### src/rtl/pwm_duty_slewer.sv
// -----------------------------------------------------------------------------
// pwm_duty_slewer
//
// Upstream stage of the 12-bit PWM generator. It accepts duty targets over a
// valid/ready handshake, clamps them to [DUTY_MIN, DUTY_MAX] and moves the
// registered compare value toward the stored target. Compare only changes on
// the edge that ends a period_tick cycle, so the generator sees the new value
// from count 0 and never in the middle of a period. The internal period
// counter mirrors the generator's (0..PERIOD-1) and is cleared by the same rst.
//
// Configuration macro: SLEW_LIMIT_EN
//   defined   : compare moves by at most max(step,1) per period
//   undefined : compare jumps to the target at the first period boundary after
//               an accept; step is ignored
//
// Ports:
//   clk           in   1       clock
//   rst           in   1       synchronous, active-high reset
//   target        in   WIDTH   requested duty, unsigned
//   target_valid  in   1       target present
//   target_ready  out  1       target accepted when valid & ready at a rising edge
//   step          in   STEP_W  max compare change per period (0 acts as 1)
//   compare       out  WIDTH   registered duty to the PWM generator
//   period_tick   out  1       high in the cycle where period count == PERIOD-1
//   busy          out  1       high while compare has not reached the target
// -----------------------------------------------------------------------------
module pwm_duty_slewer #(
    parameter int WIDTH    = 12,
    parameter int PERIOD   = 4096,
    parameter int STEP_W   = 8,
    parameter int DUTY_MIN = 1,
    parameter int DUTY_MAX = 4094
) (
    input  logic              clk,
    input  logic              rst,
    input  logic [WIDTH-1:0]  target,
    input  logic              target_valid,
    output logic              target_ready,
    input  logic [STEP_W-1:0] step,
    output logic [WIDTH-1:0]  compare,
    output logic              period_tick,
    output logic              busy
);

    localparam int CNT_W = (PERIOD > 1) ? $clog2(PERIOD) : 1;

    typedef enum logic [0:0] {
        IDLE = 1'b0,
        RAMP = 1'b1
    } state_t;

    state_t            state_r;
    state_t            state_nxt_s;
    logic [CNT_W-1:0]  count_r;
    logic [WIDTH-1:0]  target_r;
    logic [WIDTH-1:0]  target_nxt_s;
    logic [WIDTH-1:0]  compare_nxt_s;
    logic [WIDTH-1:0]  clamped_s;
    logic [WIDTH-1:0]  stepped_s;
    logic              accept_s;

    // Limit a requested duty to the range the generator can use safely.
    function automatic logic [WIDTH-1:0] clamp_duty(input logic [WIDTH-1:0] v);
        if (v < WIDTH'(DUTY_MIN)) begin
            return WIDTH'(DUTY_MIN);
        end else if (v > WIDTH'(DUTY_MAX)) begin
            return WIDTH'(DUTY_MAX);
        end else begin
            return v;
        end
    endfunction

    // Accepts are blocked in the boundary cycle so they never collide with a compare update.
    assign period_tick  = (count_r == CNT_W'(PERIOD - 1));
    assign target_ready = ~rst & ~period_tick;
    assign accept_s     = target_valid & target_ready;
    assign clamped_s    = clamp_duty(target);
    assign busy         = (state_r == RAMP);

`ifdef SLEW_LIMIT_EN
    logic [WIDTH-1:0] step_eff_s;
    logic [WIDTH-1:0] diff_s;
    logic [WIDTH-1:0] delta_s;
    logic             up_s;

    // Next compare for this boundary: move by min(step_eff, |target - compare|).
    always_comb begin
        step_eff_s = (step == {STEP_W{1'b0}}) ? WIDTH'(1'b1) : WIDTH'(step);
        if (target_r >= compare) begin
            up_s   = 1'b1;
            diff_s = target_r - compare;
        end else begin
            up_s   = 1'b0;
            diff_s = compare - target_r;
        end
        if (diff_s < step_eff_s) begin
            delta_s = diff_s;
        end else begin
            delta_s = step_eff_s;
        end
        if (up_s) begin
            stepped_s = compare + delta_s;
        end else begin
            stepped_s = compare - delta_s;
        end
    end
`else
    logic unused_step_s;

    // Without slew limiting the boundary update lands directly on the target.
    assign unused_step_s = ^step;
    assign stepped_s     = target_r;
`endif

    // Next-state logic: accepts retarget, boundary ticks advance compare.
    always_comb begin
        state_nxt_s   = state_r;
        target_nxt_s  = target_r;
        compare_nxt_s = compare;
        case (state_r)
            IDLE: begin
                if (accept_s) begin
                    target_nxt_s = clamped_s;
                    if (clamped_s != compare) begin
                        state_nxt_s = RAMP;
                    end else begin
                        state_nxt_s = IDLE;
                    end
                end else begin
                    state_nxt_s = IDLE;
                end
            end
            RAMP: begin
                if (accept_s) begin
                    target_nxt_s = clamped_s;
                    if (clamped_s != compare) begin
                        state_nxt_s = RAMP;
                    end else begin
                        state_nxt_s = IDLE;
                    end
                end else if (period_tick) begin
                    compare_nxt_s = stepped_s;
                    if (stepped_s == target_r) begin
                        state_nxt_s = IDLE;
                    end else begin
                        state_nxt_s = RAMP;
                    end
                end else begin
                    state_nxt_s = RAMP;
                end
            end
            default: begin
                state_nxt_s = IDLE;
            end
        endcase
    end

    // Period counter mirroring the generator: 0..PERIOD-1, then wrap.
    always_ff @(posedge clk) begin
        if (rst) begin
            count_r <= {CNT_W{1'b0}};
        end else if (period_tick) begin
            count_r <= {CNT_W{1'b0}};
        end else begin
            count_r <= count_r + CNT_W'(1);
        end
    end

    // State, stored target and registered compare output.
    always_ff @(posedge clk) begin
        if (rst) begin
            state_r  <= IDLE;
            target_r <= WIDTH'(DUTY_MIN);
            compare  <= WIDTH'(DUTY_MIN);
        end else begin
            state_r  <= state_nxt_s;
            target_r <= target_nxt_s;
            compare  <= compare_nxt_s;
        end
    end

endmodule

### config.mk
export PLATFORM = sky130hd
export DESIGN_NAME = pwm_duty_slewer
export DESIGN_NICKNAME = d
export VERILOG_FILES = /design/src/rtl/pwm_duty_slewer.sv
export SDC_FILE = /design/constraint.sdc
export NUM_CORES = 1
export LEC_CHECK = 0
export ABC_AREA = 1
export CORE_UTILIZATION = 45
export DETAILED_ROUTE_END_ITERATION = 10
export PLACE_DENSITY = 0.73
export SETUP_SLACK_MARGIN = 0.3
export SYNTH_ARGS = -nofsm -noshare
export SYNTH_HDL_FRONTEND = slang
export SYNTH_SLANG_ARGS = --single-unit
export TNS_END_PERCENT = 100
### constraint.sdc
create_clock -name clk -period 1.51 [get_ports clk]
set_input_delay 0.151 -clock clk [delete_from_list [all_inputs] [get_ports clk]]
set_output_delay 0.151 -clock clk [all_outputs]
set_load 0.01 [all_outputs]
==> results.toml <==
[timing]
timing.slew.headroom = 0.808
setup_viol = 18
clock_skew_ns = 0.00701
setup_slack_ns = -0.0652
post-route-period-util = 1.04
hold_ws_ns = 0.466
final_hold_viol_count = 0
worstMarginPinSlew_ns = 0.288
report.final.slew_viol_count = 0
final.min_clock_period_ns = 1.58
rsz0062_at_grt = "yes"
fmax_ghz = 0.635
fin_tns_setup_ns = -0.471

[job]
maxCapViolations = 0

[pwr]
ir_worst_vdd_uv = 924
power_leakage_nw = 1.15
power_w = 0.00218
power_density_mw_per_mm2 = 813

[setup_path]
cp-end-kind = "output port"
reg2regPathDepth = 11
cp_data_required_time_ns = 1.36
crit_path_max_incr_delay_ns = 0.35
cp_max_fo = 2
crit_buf_inv = 5
slowest_stage = "dfxtp_2"
critical_path_depth = 9
start_kind = "flop"
path_class = "reg2out"
arrival_ns = 1.42
cpLargestDelayFamily = "buffers and inverters"
path_cells = "ha_4 -> nand3_4 -> inv_4 -> buf_6 -> nand3_4 -> nand2_4 -> buf_12 -> inv_6 -> buf_6"

[clocking]
clock_latency_ns = 0.29
cts_tree = "done"
path_clk_slew_ns = 0.07
clock_path_buffers = 2
postCtsHoldBufs = 0
numCtsBuffers = 5
htreeDepth = 2
clock-sinks = 37
root_buffer = "clkbuf_8"

[routing]
avgRoutedWirePerCell_um = 12.1
drt_wl_total_um = 4280
postRouteAntennaNets = 0
drt-pass1-iter-count = 4
drc = 0
via_per_inst = 4.90
vias = 1741
first_iter_violations = 53

[synth]
synth_top_area_frac = 0.435
postSynth.asyncResetShare = 0
yosys.area.top_type = "dfxtp_1"
syn_inst = 239
synth-edff-count = 0
synth.most_common_cell = "nand2_1"
ys_seq_area_frac = 0.435
yosys_warnings = 0
avgSynthCellArea_um2 = 7.12
ys_types = 29
synth-seq-cells = 37
synthTopCellsByArea = "dfxtp_1, nand2_1, a21oi_1"
synth_ff_type = "dfxtp_1"
synth_fp_nets = 263
syn_area_mm2 = 0.00170
synth_commonest_cells = "nand2_1, dfxtp_1, inv_1, nor2_1, a21oi_1"

[floorplan]
die-area_mm2 = 0.00403
core_area_mm2 = 0.00347
boundaryPins = 38
rows = 21
initial_utilization = 0.491
die_h_um = 63.5
fp.dieW_um = 63.5

[outcome]
status = "complete, but fails checks"
violations = "setup timing"

[layout]
fin_area_mm2 = 0.00268
area_growth_pct = 57.3
instances_no_fill = 355
final_layout_size_suffix_gt1_frac = 0.350
fin_nets = 332
diodes = 0

[global_routing]
grt_use_total = 0.210
antenna_found_initial = 0
grt_overflow = 0
grt_max_degree = 21
grt_pass1_vias = 1559
grt_pass1_wl_um = 6490

[hold_path]
hold_depth = 2
hold_path.class = "reg2reg"

[placement]
io_buffers = 29
dp_hpwl_um = 2660
place_area_mm2 = 0.00226
gp_congestion = 0.834
dpl.cell_count = 334
==> state kept, by name (all words and copies together) (netlist names) <==
name / cells
compare: 12
count_r: 12
stepped_s: 12
busy: 1
==> layout make-up <==
cell class	instances	area, um^2
timing repair buffer	67	619
clock buffer	7	86.3
fill	254	792
sequential	37	748
timing repair inverter	1	8.76
multi-input combinational	165	990
tap	46	57.6
inverter	31	136
clock inverter	1	30.0
==> per-stage QoR <==
stage / worst slack [ns] / utilization
after floorplan: 0.197 / -
after global placement: -0.0852 / 0.653
after detailed placement: -0.111 / 0.653
after CTS: -0.0557 / 0.707
after global routing: -0.150 / 0.772
final: -0.0652 / 0.772
==> worst min-delay path: cells and delay by family, from the launching register on <==
family,cells,cell delay [ns]
and+or+nand+nor,2,0.10
DFF,1,0.33
==> routing by layer <==
| metal | part of all wire | vias to the layer above | track usage |
|---|---|---|---|
| met5 | 0 | - | 0 |
| met4 | 0.016 | 0 | 0.0938 |
| met3 | 0.039 | 6 | 0.0634 |
| met2 | 0.50 | 39 | 0.354 |
| met1 | 0.44 | 809 | 0.242 |
| li1 | - | 887 | - |
==> final timing paths <==
kind              endpoint  slack [ns]         start
max           target_ready       -0.07    count_r[0]
min           stepped_s[0]        0.47  stepped_s[0]
max reg2reg  stepped_s[10]       -0.06    count_r[0]
min reg2reg   stepped_s[0]        0.47  stepped_s[0]
==> power breakdown <==
part           internal (W)  switching (W)  total [W]  leakage, nW
combinational      0.000133       0.000127   0.000261        0.792
clock              0.000538       0.000347   0.000885       0.0585
sequential          0.00101      0.0000235    0.00103        0.304
==> layout by cell type (no fill, tap or decap), drive strengths merged, types with 3 or more instances in the layout <==
cell,instances
a21oi,21
xor2,4
clkbuf,8
o21ai,21
nor2,32
xnor2,3
nand2,62
buf,39
clkdlybuf4s50,14
inv,31
dfxtp,37
dlygate4sd2,13
nand3,17
==> cells by family after synthesis <==
group / count (synthesis) / share of synthesized area
adder cells (fa/ha/maj): 1 / 0.00735
buffers and inverters: 37 / 0.0978
AND/OR/NAND/NOR: 113 / 0.290
AO/OA/AOI/OAI: 44 / 0.134
XOR/XNOR: 7 / 0.0360
flip-flops: 37 / 0.435
==> timing repair <==
item,CTS,global route
resized for setup,37,43
endpoints found under the setup margin,51,39
cloned,2,1
pin swaps,7,11
buffers inserted,3,7
(Power assumes the default switching activity.)
==> patch 1: new RTL, config.mk and constraints unchanged <==
Add a define of `SLEW_LIMIT_EN`.
--- a/src/rtl/pwm_duty_slewer.sv
+++ b/src/rtl/pwm_duty_slewer.sv
@@ -25,4 +25,6 @@
 //   busy          out  1       high while compare has not reached the target
 // -----------------------------------------------------------------------------
+`define SLEW_LIMIT_EN
+
 module pwm_duty_slewer #(
     parameter int WIDTH    = 12,
Behaviour: same outputs for any inputs over 10 cycles, from zero or initial values and one cycle with rst high; that may be too few to reach the edited logic, so the function may still have changed.
==> patch 1 against the unedited design <==
The run now fails in global routing (5_1_grt). Synthesized area rose to 2.6 times the old value.
==> patch 1: results (changes against the unedited design) <==
Place
  • DP Area: 0.006531 mm² (+190%)
  • Port-buffer cells: 37 (+28%)
  • Place WS: -4.504 ns (-4.393 ns)
  • Detail Placement HPWL: 12.42 mm (+370%)
  • Final GP Congestion: 0.9567 (+15%)
  • Placed cell count: 1041 (+210%)

Outcome
  • Exit stage: global routing (5_1_grt)
  • Status: aborted with a tool error
  • Halt Reason: [ERROR GRT-0232] Routing congestion too high. Check the congestion heatmap in the GUI.

STA
  • Crit. endpoint post-GRT repair: busy$_SDFF_PP0_/D
  • Worst endpoint type: sequential cell input

GRT
  • Pin count of the biggest net entering global routing: 19
  • GRT Total Usage: 67.15%
  • Gr ovfl total: 10

Clocking
  • Inserted Clock Buffers: 5 (unchanged)
  • Clock Tree Buf Depth: 2 (unchanged)
  • Clock root cell: clkbuf_8
  • Max H-tree Level: 2 (unchanged)

Yosys
  • FF+latch count, synth: 37 (unchanged)
  • Ranking of synthesized cells by area: dfxtp_1, nand2_1, ha_1
  • Post-synth top flop: dfxtp_1
  • Register area share after synthesis: 17.03% (-27 points)
  • Commonest cells in the synthesized netlist: nand2_1, inv_1, nand3_1, ha_1, a21oi_1
  • Post-Syn Nets: 771 (+190%)
  • FFs w/ async S/R, synth: 0% (unchanged)
  • Synth Warn #: 0 (unchanged)
  • Syn_area_per_cell: 6.224 µm² (-13%)
  • Synth unique cells: 42 (+45%)

Floorplanning
  • Die X-Extent: 100.3 µm (+58%)
## patch 1: changes by cell type after synthesis, moves of 6 or more
cell,delta
a21oi_1,+20
a31oi_1,+6
ha_1,+45
inv_1,+104
nand2_1,+120
nand2_2,+11
nand3_1,+34
nand4_1,+13
nor2_1,+6
nor4_1,+7
o21ai_0,+18
o21ai_1,-8
xor2_1,+27
## patch 1: timing repair
action | in CTS
pin swaps | 76
gates cloned | 3
endpoints found under the hold margin | 0
endpoints found under the setup margin | 52
buffers inserted | 46
resized for setup | 186
## patch 1: metal layers
metal | global-route usage [%] | GRT overflow
met4 | 74.25 | 6
met5 | 17.95 | 0
met2 | 89.20 | 4
met3 | 40.46 | 0
met1 | 67.02 | 0
## patch 1: kinds of logic after synthesis
logic type | synth area share, %
flops | 17.03
compound gates | 13.63
simple gates | 32.61
buf+inv | 14.27
fa+ha+maj | 14.61
xor+xnor | 7.852
==> patch 2: new RTL, config.mk and constraints unchanged <==
Made on the original files. Register the input `target_valid` before use, with the module's reset. The logic sees it one clock later. The other inputs are not delayed to match.
--- a/src/rtl/pwm_duty_slewer.sv
+++ b/src/rtl/pwm_duty_slewer.sv
@@ -50,4 +50,14 @@
     } state_t;
 
+    logic target_valid_q;
+
+    always_ff @(posedge clk) begin
+        if (rst) begin
+            target_valid_q <= '0;
+        end else begin
+            target_valid_q <= target_valid;
+        end
+    end
+
     state_t            state_r;
     state_t            state_nxt_s;
@@ -74,5 +84,5 @@
     assign period_tick  = (count_r == CNT_W'(PERIOD - 1));
     assign target_ready = ~rst & ~period_tick;
-    assign accept_s     = target_valid & target_ready;
+    assign accept_s     = target_valid_q & target_ready;
     assign clamped_s    = clamp_duty(target);
     assign busy         = (state_r == RAMP);
Behaviour: not the same (a bounded check fails within 4 cycles, from zero or initial values and one cycle with rst high).
==> patch 2 against the unedited design <==
The run still ends with negative setup slack left. Sequential cell count grew 1. Routed wire length increased by 16%. Worst setup slack worse by 0.13 ns. Synthesized area grew 3.9%. Sequential share of layout area shrank 0.22 points. Cell area grew 3.0%. Total power fell by 8.4%. Global-route usage up 1.6 points. Highest routed layer unchanged.
==> patch 2: results (changes against the unedited design) <==
Layout
  • FILL cells: 285 (+12%)
  • Nets@finish: 354 (+6.6%)
  • Sequential cell count: 38 (+2.7%)
  • Multi-input logic area: 999.7 µm² (+1.0%)
  • Non-clock buffer count: 69 (+3.0%)
  • Clk tree area frac: 2.769% (-1.6 points)
  • Layout cells sized above 1: 30.30% (-4.6 points)
  • Seq area share: 27.73% (-0.22 points)
  • Fraction of area in multi-input gates: 36.27% (-0.71 points)
  • NonClk Buf Share: 26.10% (+3.0 points)
  • Multi-input gates: 181 (+9.7%)

Clocking
  • Buffers inserted by post-CTS timing repair: 8 (+5)
  • Post-cts resize count: 55 (+49%)

Yosys
  • Synth Area in Compound Gates: 8.563% (-4.8 points)
  • Post-Syn Nets: 285 (+8.4%)
  • Synth unique cells: 28 (-3.4%)
  • Post-Synth XOR/XNOR Area: 2.972% (-0.63 points)
  • Syn_area_per_cell: 6.774 µm² (-4.9%)
  • Ranking of synthesized cells by area: dfxtp_1, nand2_1, nor2_1
  • Commonest cells in the synthesized netlist: nand2_1, nor2_1, dfxtp_1, inv_1, nand3_1
  • Post-synthesis mux area share: 0% (unchanged)
  • Adder-cell share of the synthesized area: 0.7077% (-0.028 points)
  • Register area share after synthesis: 43.03% (-0.50 points)

Detailed routing
  • Met2 WL: 2.451 mm (+14%)
  • Initial DRC count: 231 (+340%)
  • Routed metal-1 wirelength: 2.048 mm (+8.0%)
  • Via count: 1863 (+7.0%)
  • Final wirelength: 4.949 mm (+16%)
  • Met3 WL: 298 µm (+77%)

Worst hold path
  • Min-Delay Endpoint: target_valid_q$_SDFF_PP0_
  • Hold wc startpoint: target_valid
  • Worst Hold Class: input port to flip-flop

Place
  • Final GP Congestion: 0.7649 (-8.3%)
  • Detail Placement HPWL: 2.592 mm (-2.6%)
  • DP Area: 0.002318 mm² (+2.4%)

STA
  • Slew margin rel.: 78.01% (-2.8 points)
  • Max-slew violations: 0 (unchanged)
  • Hold_ws: 0.3801 ns (-0.08561 ns)
  • Setup Viol. Count Final: 28 (+10)
  • Setup ws final: -0.1996 ns (-0.1344 ns)
  • Setup TNS: -3.376 ns (-2.904 ns)
  • Clock skew: 0.009256 ns (+0.002243 ns)

Setup path
  • R2r worst-path depth: 12 (+1)
  • Worst flop-to-flop path endpoint: compare[4]$_SDFFE_PP0P_
  • FF-to-FF Start: count_r[1]$_SDFF_PN0_
  • Crit Path Max Fanout: 10 (+8)
  • Crit path DAT: 1.89 ns (+0.47 ns)

Outcome
  • Failing checks: negative setup slack
  • Status: finished with violations

GRT
  • Global-route wire length before repair: 7.120 mm (+9.8%)
  • Routing usage on met1: 25.60% (+1.4 points)
  • GR Layer Usage met2: 39.34% (+4.0 points)
  • Pin count of the biggest net entering global routing: 25 (+19%)
  • GR met3 Demand/Resource: 5.458% (-0.88 points)
  • GRT Total Usage: 22.63% (+1.6 points)

Power and ir drop
  • Comb power frac: 13.8% (+1.8 points)
  • Worst vdd ir: 0.3705 mV (-60%)
  • LEAKAGE: 1.277 nW (+11%)
  • Pwr dens: 723.1 mW/mm² (-11%)
  • Cell Int Power: 1.493 mW (-11%)
-- patch 2: cell count changes after synthesis, sizes merged, moves of 2 or more --
cell and delta:
a21oi -10, inv +3, nand2 +7, nand4 +2
nor2 +20, o21ai -3
-- patch 2: worst max-delay path by stage --
stage,start,to,slack (ns)
after floorplan,count_r[1]$_SDFF_PN0_,compare[10]$_SDFFE_PP0P_,0.14
after global placement,count_r[1]$_SDFF_PN0_,period_tick,-0.18
after detailed placement,count_r[1]$_SDFF_PN0_,period_tick,-0.20
after CTS,count_r[0]$_SDFF_PN0_,compare[9]$_SDFFE_PP0P_,-0.14
after global routing,count_r[1]$_SDFF_PN0_,compare[10]$_SDFFE_PP0P_,-0.29
final,count_r[1]$_SDFF_PN0_,compare[4]$_SDFFE_PP0P_,-0.20
-- patch 2: critical path: cells and delay by family, from the launching register on --
kind,cells,cell delay (ns)
AOI/OAI and AO/OA,2,0.17
adders and majority gates,1,0.15
buffers and inverters,5,0.60
DFF,1,0.36
and+or+nand+nor,4,0.31
